===== config.mk =====
export PLATFORM = sky130hd
export DESIGN_NAME = rd_deserializer_flat
export DESIGN_NICKNAME = d
export VERILOG_FILES = /design/src/rtl/rd_deserializer_if.sv /design/src/rtl/rd_deserializer.sv /design/src/flat_wrapper.sv
export SDC_FILE = /design/constraint.sdc
export NUM_CORES = 1
export LEC_CHECK = 0
export ABC_CLOCK_PERIOD_IN_PS = 5800
export BUFFER_PORTS_ARGS = -buffer_cell sky130_fd_sc_hd__buf_4
export CELL_PAD_IN_SITES_DETAIL_PLACEMENT = 1
export CELL_PAD_IN_SITES_GLOBAL_PLACEMENT = 2
export CORE_UTILIZATION = 36
export CTS_CLUSTER_SIZE = 20
export DETAILED_ROUTE_END_ITERATION = 16
export MAX_ROUTING_LAYER = met4
export PLACE_DENSITY_LB_ADDON = 0.25
export REMOVE_ABC_BUFFERS = 1
export SLEW_MARGIN = 30
export SYNTH_ARGS = -nofsm -noshare
export SYNTH_HDL_FRONTEND = slang
export SYNTH_SLANG_ARGS = --single-unit

===== constraint.sdc =====
create_clock -name clk120_i -period 5.8 [get_ports clk120_i]
set_input_delay 1.16 -clock clk120_i [delete_from_list [all_inputs] [get_ports clk120_i]]
set_output_delay 1.16 -clock clk120_i [all_outputs]
set_load 0.05 [all_outputs]

===== src/rtl/rd_deserializer_if.sv =====
// rd_deserializer_if: serial lanes, trigger/buffer control and memory-write bus of the RD deserializer.
interface rd_deserializer_if #(parameter int NCHAN = 2);
  logic                 serial_clk_i;
  logic [NCHAN-1:0]     serial_data_i;
  logic                 trig_in_i;
  logic [1:0]           buf_wnum_i;
  logic [1:0]           buf_rnum_i;
  logic                 buf_release_i;
  logic [1:0]           buf_release_num_i;
  logic                 trig_out_o;
  logic [31:0]          status_o;
  logic [31:0]          data_addr_o;
  logic [16*NCHAN-1:0]  data_to_mem_o;
  logic                 enable_mem_wrt_o;
  modport master (
    output serial_clk_i, serial_data_i, trig_in_i, buf_wnum_i, buf_rnum_i, buf_release_i, buf_release_num_i,
    input  trig_out_o, status_o, data_addr_o, data_to_mem_o, enable_mem_wrt_o
  );
  modport slave (
    input  serial_clk_i, serial_data_i, trig_in_i, buf_wnum_i, buf_rnum_i, buf_release_i, buf_release_num_i,
    output trig_out_o, status_o, data_addr_o, data_to_mem_o, enable_mem_wrt_o
  );
endinterface


===== src/rtl/rd_deserializer.sv =====
// rd_deserializer: captures RD serial lanes into WCD buffers with watchdog and trigger holdoff.
// Define RD_DESER_PARITY_EN to receive and check a trailing odd-parity bit per frame.
module rd_deserializer #(
  parameter int NCHAN           = 2,
  parameter int WORD_BITS       = 12,
  parameter int NWORDS          = 2048,
  parameter int WATCHDOG_CYCLES = 65535,
  parameter int HOLDOFF_CYCLES  = 25,
  parameter int TRIG_WIDTH      = 4
) (
  input logic clk120_i,
  input logic rst_i,
  rd_deserializer_if.slave bus
);
`ifdef RD_DESER_PARITY_EN
  localparam int PAR = 1;
`else
  localparam int PAR = 0;
`endif
  localparam int FB = WORD_BITS + PAR;
  localparam int AW = $clog2(NWORDS);
  localparam int BW = $clog2(FB);
  localparam int DW = $clog2(WATCHDOG_CYCLES + 1);
  localparam int HW = $clog2(HOLDOFF_CYCLES + 1);
  localparam int TW = $clog2(TRIG_WIDTH + 1);
  typedef enum logic [1:0] {IDLE, ARMED, XFER, HOLDOFF} state_t;
  state_t state_q, state_d;
  logic [1:0] sclk_q;
  logic sclk_p_q;
  logic [1:0][NCHAN-1:0] sdat_q;
  logic [NCHAN-1:0][FB-1:0] sh_q, sh_d;
  logic [BW-1:0] bit_q, bit_d;
  logic [AW-1:0] word_q, word_d;
  logic [DW-1:0] wd_q, wd_d;
  logic [HW-1:0] ho_q, ho_d;
  logic [TW-1:0] tr_q, tr_d;
  logic wr_p_q, wr_p_d;
  logic [1:0] act_q, act_d, rnum_q;
  logic [3:0] full_q, full_d, busy_q, busy_d, tmo_q, tmo_d;
  logic [15:0] perr_q, perr_d, perr_new;
  logic [31:0] addr_q, addr_d;
  logic [16*NCHAN-1:0] dat_q, dat_d, lane_dat;
  logic en_q, en_d;
  logic rise, last_bit, run;
  assign rise = sclk_q[1] & ~sclk_p_q;
  assign last_bit = bit_q == BW'(FB - 1);
  assign run = state_q == ARMED || state_q == XFER;
  // Memory word layout: data above bit 0, received parity (or 0) in bit 0.
  always_comb begin
    lane_dat = '0;
    perr_new = '0;
    for (int c = 0; c < NCHAN; c++) begin
`ifdef RD_DESER_PARITY_EN
      lane_dat[16*c +: 16] = 16'(sh_q[c]);
      perr_new[{act_q, 2'(c)}] = sh_q[c][0] == ^sh_q[c][FB-1:1];
`else
      lane_dat[16*c +: 16] = 16'({sh_q[c], 1'b0});
`endif
    end
  end
  always_comb begin
    state_d = state_q;
    sh_d = sh_q;
    bit_d = bit_q;
    word_d = word_q;
    wd_d = run ? wd_q - DW'(1) : wd_q;
    ho_d = ho_q;
    tr_d = (tr_q == '0) ? '0 : tr_q - TW'(1);
    wr_p_d = 1'b0;
    act_d = act_q;
    full_d = full_q;
    busy_d = busy_q;
    tmo_d = tmo_q;
    perr_d = perr_q;
    addr_d = addr_q;
    dat_d = dat_q;
    en_d = 1'b0;
    if (bus.buf_release_i) full_d[bus.buf_release_num_i] = 1'b0;
    if (rise && run) begin
      for (int c = 0; c < NCHAN; c++) sh_d[c] = {sh_q[c][FB-2:0], sdat_q[1][c]};
      bit_d = last_bit ? '0 : bit_q + BW'(1);
      wr_p_d = last_bit;
    end
    // Watchdog expiry aborts the transfer, dropping any word still in flight.
    if (run && wd_q == '0) begin
      tmo_d[act_q] = 1'b1;
      busy_d[act_q] = 1'b0;
      wr_p_d = 1'b0;
      ho_d = HW'(HOLDOFF_CYCLES - 1);
      state_d = HOLDOFF;
    end else begin
      case (state_q)
        IDLE: if (bus.trig_in_i) begin
          act_d = bus.buf_wnum_i;
          tmo_d[bus.buf_wnum_i] = 1'b0;
          perr_d[4*bus.buf_wnum_i +: 4] = '0;
          tr_d = TW'(TRIG_WIDTH);
          wd_d = DW'(WATCHDOG_CYCLES);
          bit_d = '0;
          word_d = '0;
          state_d = ARMED;
        end
        ARMED: if (rise) begin
          busy_d[act_q] = 1'b1;
          state_d = XFER;
        end
        XFER: if (wr_p_q) begin
          en_d = 1'b1;
          addr_d = (32'(act_q) << (AW + 2)) | (32'(word_q) << 2);
          dat_d = lane_dat;
          perr_d = perr_q | perr_new;
          word_d = word_q + AW'(1);
          if (word_q == '1) begin
            full_d[act_q] = 1'b1;
            busy_d[act_q] = 1'b0;
            ho_d = HW'(HOLDOFF_CYCLES - 1);
            state_d = HOLDOFF;
          end
        end
        HOLDOFF: begin
          ho_d = ho_q - HW'(1);
          state_d = (ho_q == '0) ? IDLE : HOLDOFF;
        end
      endcase
    end
  end
  always_ff @(posedge clk120_i or posedge rst_i) begin
    if (rst_i) begin
      state_q <= IDLE;
      sclk_q <= '0;
      sclk_p_q <= 1'b0;
      sdat_q <= '0;
      sh_q <= '0;
      bit_q <= '0;
      word_q <= '0;
      wd_q <= '0;
      ho_q <= '0;
      tr_q <= '0;
      wr_p_q <= 1'b0;
      act_q <= '0;
      rnum_q <= '0;
      full_q <= '0;
      busy_q <= '0;
      tmo_q <= '0;
      perr_q <= '0;
      addr_q <= '0;
      dat_q <= '0;
      en_q <= 1'b0;
    end else begin
      state_q <= state_d;
      sclk_q <= {sclk_q[0], bus.serial_clk_i};
      sclk_p_q <= sclk_q[1];
      sdat_q <= {sdat_q[0], bus.serial_data_i};
      sh_q <= sh_d;
      bit_q <= bit_d;
      word_q <= word_d;
      wd_q <= wd_d;
      ho_q <= ho_d;
      tr_q <= tr_d;
      wr_p_q <= wr_p_d;
      act_q <= act_d;
      rnum_q <= bus.buf_rnum_i;
      full_q <= full_d;
      busy_q <= busy_d;
      tmo_q <= tmo_d;
      perr_q <= perr_d;
      addr_q <= addr_d;
      dat_q <= dat_d;
      en_q <= en_d;
    end
  end
  assign bus.trig_out_o = tr_q != '0;
  assign bus.status_o = {perr_q, tmo_q, rnum_q, act_q, busy_q, full_q};
  assign bus.data_addr_o = addr_q;
  assign bus.data_to_mem_o = dat_q;
  assign bus.enable_mem_wrt_o = en_q;
endmodule

===== src/flat_wrapper.sv =====
// flat-port wrapper written by rule: the top's interface ports become plain ports
module rd_deserializer_flat 
#(
  parameter int NCHAN           = 2,
  parameter int WORD_BITS       = 12,
  parameter int NWORDS          = 2048,
  parameter int WATCHDOG_CYCLES = 65535,
  parameter int HOLDOFF_CYCLES  = 25,
  parameter int TRIG_WIDTH      = 4
)
  (clk120_i, rst_i, bus_serial_clk_i, bus_serial_data_i, bus_trig_in_i, bus_buf_wnum_i, bus_buf_rnum_i, bus_buf_release_i, bus_buf_release_num_i, bus_trig_out_o, bus_status_o, bus_data_addr_o, bus_data_to_mem_o, bus_enable_mem_wrt_o);
  rd_deserializer_if #(.NCHAN(NCHAN)) bus_i ();
  input logic clk120_i;
  input logic rst_i;
  input wire logic [$bits(bus_i.serial_clk_i)-1:0] bus_serial_clk_i;
  input wire logic [$bits(bus_i.serial_data_i)-1:0] bus_serial_data_i;
  input wire logic [$bits(bus_i.trig_in_i)-1:0] bus_trig_in_i;
  input wire logic [$bits(bus_i.buf_wnum_i)-1:0] bus_buf_wnum_i;
  input wire logic [$bits(bus_i.buf_rnum_i)-1:0] bus_buf_rnum_i;
  input wire logic [$bits(bus_i.buf_release_i)-1:0] bus_buf_release_i;
  input wire logic [$bits(bus_i.buf_release_num_i)-1:0] bus_buf_release_num_i;
  output wire logic [$bits(bus_i.trig_out_o)-1:0] bus_trig_out_o;
  output wire logic [$bits(bus_i.status_o)-1:0] bus_status_o;
  output wire logic [$bits(bus_i.data_addr_o)-1:0] bus_data_addr_o;
  output wire logic [$bits(bus_i.data_to_mem_o)-1:0] bus_data_to_mem_o;
  output wire logic [$bits(bus_i.enable_mem_wrt_o)-1:0] bus_enable_mem_wrt_o;
  assign bus_i.serial_clk_i = bus_serial_clk_i;
  assign bus_i.serial_data_i = bus_serial_data_i;
  assign bus_i.trig_in_i = bus_trig_in_i;
  assign bus_i.buf_wnum_i = bus_buf_wnum_i;
  assign bus_i.buf_rnum_i = bus_buf_rnum_i;
  assign bus_i.buf_release_i = bus_buf_release_i;
  assign bus_i.buf_release_num_i = bus_buf_release_num_i;
  assign bus_trig_out_o = bus_i.trig_out_o;
  assign bus_status_o = bus_i.status_o;
  assign bus_data_addr_o = bus_i.data_addr_o;
  assign bus_data_to_mem_o = bus_i.data_to_mem_o;
  assign bus_enable_mem_wrt_o = bus_i.enable_mem_wrt_o;
  rd_deserializer #(.NCHAN(NCHAN), .WORD_BITS(WORD_BITS), .NWORDS(NWORDS), .WATCHDOG_CYCLES(WATCHDOG_CYCLES), .HOLDOFF_CYCLES(HOLDOFF_CYCLES), .TRIG_WIDTH(TRIG_WIDTH)) u_core (.clk120_i(clk120_i), .rst_i(rst_i), .bus(bus_i));
endmodule

### Word-level counts from Yosys, hierarchy flattened

Cells that the tools add are included.

* bits in registers: 162
* bits in latches: 0
* RAM bits: 0
* memory bits (read-only): 0
* bits of input ports: 13
* output and inout bits: 98
* logic and storage cells: 135
* memories kept: 0

* add/sub/neg operators: 6
* $mul: 0
* div/mod/pow operators: 0
* $lt $le $gt $ge: 6
* equal/unequal tests: 11
* shift-type cells: 2
* multiplexer cells: 52
* bitwise logic cells: 13
* reductions and logical operators: 23

Operators with widths (number)
* $mux 4: 17
* $mux 16: 4
* $neg 4->34: 1
* $shift 4x34->16 const A: 1
* $shiftx 4x34->16 const A: 1
* $mux 11: 2
* $pmux 11 s2: 1
* $bwmux 16: 1
* $logic_not 16->1: 1
* $sub 16x1->16 const B: 1
* $mux 5: 3
* $or 15x13->15: 1
* $and 4x4->4: 3
* $mux 2: 6
* $mux 3: 4
* $not 4->4: 3
* $or 4x4->4: 3
* $reduce_and 4->1: 3
* $add 11x1->11 const B: 1
* $eq 11x11->1 const B: 1
* $pmux 5 s2: 1
* $lt 2x3->1 const B: 3
* $ne 3x2->1 const B: 3
* $reduce_and 3->1: 3
* 24 further kinds: 45

### Depth between registers and ports, before layout

Gate-level depths: netlist of run 1.

* word-level depth: 12
* depth in mapped cells: 9

### Worst setup path after synthesis of run 1

No wires, ideal clock.

* kind: input port to flip-flop
* from: input port bus_trig_in_i
* to: register u_core.word_q[7]
* data arrival time: 2105 ps
* required time: 5671 ps
* setup slack: 3566 ps
* stages on the path: 6
* buffers on the path: 1
* cell sequence: nand2b_1 -> a21boi_0 -> o21ai_2 -> buf_4 -> o21ai_0 -> o41ai_1

* word-level cells in the longest chain between the ends: 2

RTL lines
* start: declaration: RTL line flat_wrapper.sv:17 `input wire logic [$bits(bus_i.trig_in_i)-1:0] bus_trig_in_i;`
* $ne 2x2->1 (no source line)
* $reduce_and 4->1 (no source line)
* end signal: assignment: RTL line rd_deserializer.sv:156 `word_q <= word_d;`
* end: declaration: RTL line rd_deserializer.sv:33 `logic [AW-1:0] word_q, word_d;`

Every way passes these cells.
A chain may end at the register's enable or synchronous reset.

### Worst setup path after layout of run 1

* from: register u_core.state_q[0]
* to: register u_core.word_q[7]

* word-level cells in the longest chain between the ends: 5
* elaborated cells between the ends (all ways): 11

RTL lines
* start: declaration: RTL line rd_deserializer.sv:27 `state_t state_q, state_d;`
* start signal: assignment: RTL line rd_deserializer.sv:150 `state_q <= state_d;`
* $eq 2x1->1 or $eq 2x2->1 (tied branches): RTL line rd_deserializer.sv:47, rd_deserializer.sv:92
* $logic_or 1x1->1: RTL line rd_deserializer.sv:47 `assign run = state_q == ARMED || state_q == XFER;`
* $logic_and 1x1->1: RTL line rd_deserializer.sv:85 `if (run && wd_q == '0) begin`
* $not 1->1 (no source line)
* $reduce_and 4->1 (no source line)

Parallel ways exist; a longest one is shown, timed or not.

==> results of run 1 <==
==> layout make-up <==
cell class,count,share of cell area [%]
sequential,127,45.8
clock inverter,12,2.25
timing repair buffer,70,7.57
tap,211,3.80
multi-input combinational,337,33.1
inverter,15,0.883
clock buffer,20,6.58
==> cells in the mapped netlist, drive strengths merged, types with 2 or more instances <==
cell     number  share of area, %
a31oi         2              0.22
nor2         12              0.91
ha           12               2.6
clkbuf        5              0.33
and3          6              0.65
and2          5              0.54
nand2b       12               1.3
nor2b         2              0.22
nand4         3              0.33
o41ai         3              0.46
o2bb2ai       4              0.61
o2111ai       3              0.46
nand3b        4              0.52
nor4          4              0.43
xnor2        11               1.7
a21boi        5              0.65
o311ai        2              0.30
a21oi        11              0.96
o21ai        39               3.5
mux2         61                12
or4           3              0.39
xor2          2              0.30
nor3         12               1.1
or3           7              0.85
o31ai         5              0.65
dfrtp       127                55
buf          53               6.5
nand3        10              0.87
nand2        42               2.7
o21a          3              0.39
inv          15              0.98
==> power groups by stage <==
stage	Clock, mW	Sequential [mW]	Combinational, mW
2_1_floorplan	0	1.30	0.555
3_3_place_gp	0	1.21	0.872
3_5_place_dp	0	1.22	0.898
4_1_cts	1.13	1.20	0.902
5_1_grt	1.16	1.23	0.987
6_report	1.10	1.20	0.889
==> layer usage <==
metal	GRT usage [%]	wire, microns	up-vias
met1	20.9	5730	1937
li1	-	-	1802
met4	5.61	154	0
met5	-	0	-
met2	25.1	5640	74
met3	4.12	468	12
==> registers in the layout, summed over array words and instances, names as in the netlist, 3 cells and up <==
name and cells:
u_core.ho_q 5, u_core.bit_q 4, u_core.word_q 11, u_core.lane_dat 24, u_core.bus.data_addr_o 13, u_core.tr_q 3, u_core.sdat_q 4, u_core.bus.data_to_mem_o 24
u_core.full_q 4, u_core.wd_q 16, u_core.tmo_q 4, u_core.busy_q 4
==> kinds of logic (layout without fill, tap and decap cells) <==
group / count (synthesis) / after routing / synth area share (%)
DFF: 127 / 127 / 55.2
and+or+nand+nor: 125 / 125 / 11.3
AOI/OAI and AO/OA: 82 / 82 / 8.93
buffers and inverters: 73 / 117 / 7.82
muxes: 62 / 62 / 12.1
xor gates and xnor gates: 13 / 13 / 1.98
adders and majority gates: 12 / 12 / 2.61
other: 1 / 43 / 0.0651
==> worst paths after layout <==
path	startpoint	to	slack, ns	cells past startpoint
max	u_core.state_q[0]$_DFFE_PP0P_	u_core.word_q[7]$_DFFE_PP0P_	2.72	7
min	u_core.sclk_q[0]$_DFF_PP0_	u_core.sclk_q[1]$_DFF_PP0_	0.35	0
max reg2reg	u_core.state_q[0]$_DFFE_PP0P_	u_core.word_q[7]$_DFFE_PP0P_	2.72	7
min reg2reg	u_core.sclk_q[0]$_DFF_PP0_	u_core.sclk_q[1]$_DFF_PP0_	0.35	0
max in group asynchronous	rst_i	u_core.bus.data_addr_o[11]$_DFFE_PP0P_	3.79	3
min in group asynchronous	rst_i	u_core.sdat_q[3]$_DFF_PP0_	0.85	2
==> critical path, cell delays in order (launching register included) <==
cell and delay (ns):
dfrtp_1 0.42, inv_1 0.11, ha_1 0.58, nand2_1 0.26
a21oi_4 0.54, buf_4 0.44, nand2_1 0.22, o41ai_1 0.38
==> stage by stage <==
stage          hold WS [ns]  worst slack, ns  util (%)  instance area (sq um)
3_5_place_dp          0.339             2.71      41.0                   6320
6_report              0.347             2.72      45.0                   6940
4_1_cts               0.352             2.69      45.0                   6940
2_1_floorplan         0.331             1.26         -                   5520
3_3_place_gp          0.334             2.85      41.0                   6320
5_1_grt               0.366             2.45      45.0                   6940
==> metrics.txt, run 1 <==
fraction of registers with async set/reset 100%; Comb power frac between 20% and 30%; DR WL/cell 15.1 microns; Initial Util 37.3%; max_cap viols 0; vias in the first global route 3989; drt first pass iters 4; I/O pin count about 110; switching part of the total 34.8%; Clk Tree Root Cell clkbuf_16; maximum ir drop on the vdd rail about 0.00022 V; Crit Path Max Fanout 24; share of layout cells above drive strength 1 around 29%; synthesis warning total 0; Via density 4.83; synthesized area per cell about 12 sq um; sequential standard cell area 3180 sq um; via count 3825; crit path launch type flip-flop; worst slew pin tran about 0.9 ns; Yosys cell types 49; register area share after synthesis around 55%; post-route insts no fill 792; Switch Pwr 1.11 mW; CTS Buffer Depth 2; RSZ-0062 raised after global routing false; multi-input logic area roughly 2300 sq um; Internal 2.08 mW; total wire length 12000 microns; Max Slew Vio Count 0; drt initial violations 140; Sinks on Clock Net between 100 and 150; grt ovf 0; TNS Setup 0 ns; status completed; Critical Path AT roughly 3.4 ns; Post-synth EDFFs 0; commonest cells after routing, fill and taps aside dfrtp_1, buf_4, mux2_2; Area growth syn-to-layout 20.6%; antenna violations before repair 0; Placer Congestion 0.770; WS Path Type reg2reg; minimum clock period 3.08 ns; Antenna Violating Nets Remaining 0; DR DRC count 0; die span in y roughly 130 microns; first-pass GRT wire length between 20000 and 25000 microns; Pwr Density 459 nW/um^2; final hold violations 0; row count 45; Crit. End Element flip-flop; pin count of the biggest net entering global routing 75; HPWL Detailed around 8100 microns; CORE AREA about 15000 sq um; fillers 1665; Post-Synthesis Cells a little under 500; Clk pwr share about a third; total chip power roughly 3.2 mW; commonest non-fill, non-tap cell in the layout dfrtp_1; Final Cycle Share between 50 and 60%; Nets just under 600; static leakage about 3.2 nW; ant diodes 0; Reg clk slew, reported paths ~0.060 ns; Max Fclk between 0.3 and 0.4 GHz; Worst Hold Class reg2reg; latest clock arrival within the worst-skew pair slightly above 0.4 ns; die footprint 16500 sq um; dpl cells 760; number of CTS-inserted buffers 17; CTS H-tree depth 4; worst clock skew ~0.0084 ns; CTS Hold Bufs 0; GRT Resource Usage Total between 10% and 20%; buffers added on ports 67; Flop pwr share a little under two fifths; Synth Flop Type dfrtp_1; final setup fails 0; postcts setup bufs 0; post-CTS sizing 0; max-slew headroom at the worst pin 40.1%; Syn Std Cell Area roughly 5800 sq um; Synth Register Bits 127; Crit path required time ~6.1 ns; CTS tree done; die width between 100 and 150 microns
No activity file was read; power rests on OpenSTA's default activity.
==> run 2: changes to the inputs <==
Settings changed: ABC_CLOCK_PERIOD_IN_PS 5800 to 2600, CORE_UTILIZATION 36 to 33.
Clock period 5.8 ns to 2.6 ns, I/O delays scaled along.
==> run 2 against run 1 <==
  * Final area grew 1.3%
  * Routed wire length is 0.86% higher
  * Combinational power grew 140%
  * Clock skew is 0.0013 ns higher
  * Worst hold slack lost 0.27 ns
  * First-iteration DRC count up 2.9%
  * Critical path depth stayed put
  * Critical path type unchanged
  * Largest cell class unchanged
==> metrics.txt, run 2 (same netlist as run 1, synthesis figures left out) <==
DR WL/cell ~15 microns; maximum ir drop on the vdd rail 0.000745 V; Crit. End Element flip-flop; Pwr Density approximately 1000 nW/um^2; post-CTS sizing 0; drt initial violations 144; final setup fails 0; Worst Slack Setup Final 0.287 ns; Reg clk slew, reported paths 0.06 ns; latest clock arrival within the worst-skew pair around 0.42 ns; crit path launch type flip-flop; final hold violations 0; die span in y between 100 and 150 microns; worst path cell trace inv_1 > ha_1 > or3b_2 > or3_1 > nor4_1 > xnor2_1 > nand2_1; Worst Hold Class in2async; die footprint ~18000 sq um; commonest cells after routing, fill and taps aside dfrtp_1, buf_4, mux2_2; number of CTS-inserted buffers 17; Max Slew Vio Count 0; Reg2Reg Setup Slack around 0.29 ns; ant diodes 0; Sinks on Clock Net 127; Max Fclk 0.432 GHz; grt ovf 0; vias in the first global route about 4000; Critical Path AT between 2 and 3 ns; status completed; drt first pass iters 4; worst clock skew 0.00969 ns; DR DRC count 0; minimum clock period approximately 2.3 ns; HPWL Detailed 8390 microns; max_cap viols 0; antenna violations before repair 0; commonest non-fill, non-tap cell in the layout dfrtp_1; Nets a little over 600; Crit Path Max Fanout 5; share of layout cells above drive strength 1 between 30 and 40%; Worst Path Buf+Inv 1; Crit Reg-Reg Startpoint u_core.state_q[0]$_DFFE_PP0P_; GRT Resource Usage Total 15.3%; via count roughly 3800; postcts setup bufs 0; CTS Buffer Depth 2; I/O pin count around 110; static leakage 3.28 nW; CTS tree done; CP max stage cell or3b_2; Worst Hold Slack between 0.07 and 0.08 ns; first-pass GRT wire length between 20000 and 25000 microns; Antenna Violating Nets Remaining 0; total wire length about 12000 microns; total chip power around 7 mW; Crit path required time about 2.9 ns; Via density 4.73; buffers added on ports 67; Clk Tree Root Cell clkbuf_16; RSZ-0062 raised after global routing false; Register-to-Register Path Depth 7; post-route insts no fill between 800 and 900; CORE AREA about 17000 sq um; row count between 40 and 50; Final Cycle Share just under 90%; FF-to-FF End u_core.wd_q[9]$_DFF_PP0_; CTS H-tree depth 4; die width 134 microns; slowest stage delay, CP approximately 0.48 ns; Area growth syn-to-layout 22.1%; Initial Util 34.2%; WS Path Type reg2reg; pin count of the biggest net entering global routing 77; pre-CTS WS ~0.29 ns; Placer Congestion slightly above 0.7; CTS Hold Bufs 0; dpl cells 782; CP top delay family simple AND/OR/NAND/NOR gates
==> run 2: changes by cell type in the layout (fill, tap and decap cells not counted), sizes merged <==
| cell | change |
|---|---|
| buf | +13 |
| bufinv | -2 |
| clkinvlp | -1 |
| inv | +3 |
| clkbuf | -1 |
| clkinv | +1 |
==> run 2: worst max-delay path by stage <==
| stage | endpoint | cells after the start | slack (ns) | from |
|---|---|---|---|---|
| after CTS | u_core.wd_q[9]$_DFF_PP0_ | 7 | 0.27 | u_core.state_q[0]$_DFFE_PP0P_ |
| after global routing | u_core.word_q[9]$_DFFE_PP0P_ | 8 | 0.13 | u_core.state_q[0]$_DFFE_PP0P_ |
| final | u_core.wd_q[9]$_DFF_PP0_ | 7 | 0.29 | u_core.state_q[0]$_DFFE_PP0P_ |
| after floorplan | u_core.word_q[7]$_DFFE_PP0P_ | 7 | -1.36 | u_core.state_q[0]$_DFFE_PP0P_ |
| after detailed placement | u_core.wd_q[9]$_DFF_PP0_ | 7 | 0.29 | u_core.state_q[0]$_DFFE_PP0P_ |
| after global placement | u_core.wd_q[9]$_DFF_PP0_ | 7 | 0.31 | u_core.state_q[0]$_DFFE_PP0P_ |
==> run 2: worst reg2reg max path, cell delays in order, from the launching register on <==
cell and delay [ns]:
dfrtp_1 0.41, inv_1 0.08, ha_1 0.30, or3b_2 0.48
or3_1 0.44, nor4_1 0.25, xnor2_1 0.16, nand2_1 0.08
==> run 2: layout make-up <==
type,instances,area [sq um]
Multi-Input combinational cell,337,2300
Tap cell,220,275
Clock buffer,19,443
Inverter,15,58.8
Timing Repair Buffer,83,648
Sequential cell,127,3180
Clock inverter,13,130
Fill cell,1861,9790
==> run 2: routing by layer <==
metal  vias to the layer above  wire (microns)  GRT usage, %
met5                         -               0             -
met4                         0              99          4.68
met3                         9             533          4.84
met2                        76            6090          24.0
met1                      1940            5380          18.7
li1                       1823               -             -
==> run 2: per-stage QoR <==
step / util (%) / cell area (sq um) / setup TNS, ns
after floorplan: - / 5520 / -213.90
after global placement: 38.4 / 6460 / 0
after detailed placement: 38.4 / 6460 / 0
after CTS: 41.8 / 7030 / 0
after global routing: 41.8 / 7030 / 0
final: 41.8 / 7030 / 0
==> run 2: power by group <==
part / total [mW] / internal, mW / leakage, nW / switching (mW)
Sequential: 2.68 / 2.36 / 1.61 / 0.324
Combinational: 2.09 / 0.797 / 1.39 / 1.30
Clock: 2.28 / 1.36 / 0.273 / 0.922
Total: 7.06 / 4.51 / 3.28 / 2.54
==> run 3: changes to the inputs <==
Settings changed: HOLD_SLACK_MARGIN from default to 0.1.
==> run 3 against run 2 <==
  * Utilization up 0.060 points
  * Maximum frequency rose by 0.12%
  * Flip-flop and latch count did not move
  * Clock power is essentially flat
  * Register-to-register slack is essentially flat
  * Critical endpoint unchanged
  * Largest cell class unchanged
  * Largest power group unchanged
  * Highest routed layer unchanged
==> metrics.txt, run 3 (same netlist as run 1, synthesis figures left out) <==
status completed; Sinks on Clock Net approximately 130; total wire length about 12000 microns; WS Path Type reg2reg; drt initial violations 173; Reg clk slew, reported paths ~0.060 ns; Crit. End Element flip-flop; antenna violations before repair 0; final hold violations 0; row count 47; Nets slightly above 600; Comb power frac 29.7%; Internal ~4.5 mW; Worst Hold Slack between 0.2 and 0.25 ns; worst clock skew between 0.009 and 0.01 ns; drt first pass iters 4; Switch Pwr approximately 2.5 mW; Cell Area, Placed 6460 sq um; Via density 4.73; minimum clock period 2.31 ns; Area growth syn-to-layout 22.3%; min-delay src bus_serial_data_i[0]; die footprint roughly 18000 sq um; number of CTS-inserted buffers 17; crit path launch type flip-flop; fillers 1862; max_cap viols 0; Worst Hold Class in2reg; maximum ir drop on the vdd rail 0.000746 V; vias in the first global route 4086; fin area slightly above 7000 sq um; GRT Resource Usage Total between 10% and 20%; total chip power a little over 7 mW; DR DRC count 0; latest clock arrival within the worst-skew pair approximately 0.42 ns; end of the worst hold path u_core.sdat_q[0]$_DFF_PP0_; Register-to-Register Path Depth 7; HPWL Detailed between 8000 and 9000 microns; pre-CTS WS ~0.3 ns; commonest non-fill, non-tap cell in the layout dfrtp_1; Crit Path Max Fanout 5; number of cells on the worst hold path 1; Max Fclk ~0.43 GHz; die span in y approximately 130 microns; CTS tree done; grt ovf 0; via count between 3000 and 4000; switching part of the total 36.1%; commonest cells after routing, fill and taps aside dfrtp_1, buf_4, mux2_2; Reg2Reg Setup Slack just under 0.3 ns; Final Cycle Share ~90%; DR WL/cell about 15 microns; Crit path required time 2.90 ns; Antenna Violating Nets Remaining 0; multi-input logic area 2300 sq um; sequential standard cell area ~3200 sq um; dpl cells 782; post-route insts no fill around 800; Max Slew Vio Count 0; RSZ-0062 raised after global routing false; CTS Buffer Depth 2; Worst Slack Setup Final 0.289 ns; FF-to-FF End u_core.wd_q[9]$_DFF_PP0_; Crit Reg-Reg Startpoint u_core.state_q[0]$_DFFE_PP0P_; Flop pwr share a little under two fifths; first-pass GRT wire length 20700 microns; Clk Tree Root Cell clkbuf_16; static leakage ~3.3 nW; final setup fails 0; pin count of the biggest net entering global routing 77; Critical Path AT 2.61 ns; I/O pin count 111; share of layout cells above drive strength 1 a little under a third; buffers added on ports between 60 and 70; ant diodes 0; Placer Congestion between 0.7 and 0.8; die width 134 microns; Clk pwr share between 30% and 40%; Pwr Density approximately 1000 nW/um^2; CORE AREA around 17000 sq um; Initial Util roughly a third; CTS H-tree depth 4
## run 3: cell count changes in the layout (fill, tap and decap cells not counted)
cell and delta:
dlygate4sd3_1 +1
## run 3: cell type report
cell class	count	area share [%]
Timing Repair Buffer	84	9.35
Clock buffer	19	6.29
Clock inverter	13	1.85
Multi-Input combinational cell	337	32.6
Sequential cell	127	45.1
Tap cell	220	3.91
Inverter	15	0.835
## run 3: worst max-delay path by stage
| stage | startpoint | end | slack [ns] |
|---|---|---|---|
| floorplan | u_core.state_q[0]$_DFFE_PP0P_ | u_core.word_q[7]$_DFFE_PP0P_ | -1.36 |
| global placement | u_core.state_q[0]$_DFFE_PP0P_ | u_core.wd_q[9]$_DFF_PP0_ | 0.31 |
| detailed placement | u_core.state_q[0]$_DFFE_PP0P_ | u_core.wd_q[9]$_DFF_PP0_ | 0.29 |
| CTS | u_core.state_q[0]$_DFFE_PP0P_ | u_core.wd_q[9]$_DFF_PP0_ | 0.27 |
| global route | u_core.state_q[0]$_DFFE_PP0P_ | u_core.word_q[9]$_DFFE_PP0P_ | 0.13 |
| finish | u_core.state_q[0]$_DFFE_PP0P_ | u_core.wd_q[9]$_DFF_PP0_ | 0.29 |
## run 3: layer usage
layer / global-route usage (%) / wire length, microns
met5: - / 0
met4: 4.68 / 99
met3: 4.84 / 528
met2: 24.0 / 6070
met1: 18.7 / 5430
## run 3: repair_timing
| item | in CTS | in global routing |
|---|---|---|
| resized for setup | 0 | 0 |
| buffers inserted | 0 | 0 |
| setup endpoints to repair | 0 | 0 |
| hold buffers | 1 | 0 |
| hold endpoints to repair | 26 | 0 |
## run 3: worst max-delay path: stages (launching register included)
cell	delay (ns)
dfrtp_1	0.41
inv_1	0.08
ha_1	0.30
or3b_2	0.48
or3_1	0.44
nor4_1	0.25
xnor2_1	0.16
nand2_1	0.08
## run 3: metrics by stage
| stage | utilization, % | TNS [ns] |
|---|---|---|
| 2_1_floorplan | - | -213.90 |
| 3_5_place_dp | 38.4 | 0 |
| 5_1_grt | 41.9 | 0 |
| 6_report | 41.9 | 0 |
| 4_1_cts | 41.9 | 0 |
| 3_3_place_gp | 38.4 | 0 |
## run 3: power by group through the flow
stage / registers (mW) / clock network [mW] / logic [mW]
after floorplan: 2.90 / 0 / 1.24
after global placement: 2.69 / 0 / 2.04
after detailed placement: 2.72 / 0 / 2.12
after CTS: 2.69 / 2.36 / 2.13
after global routing: 2.75 / 2.44 / 2.32
final: 2.68 / 2.29 / 2.10
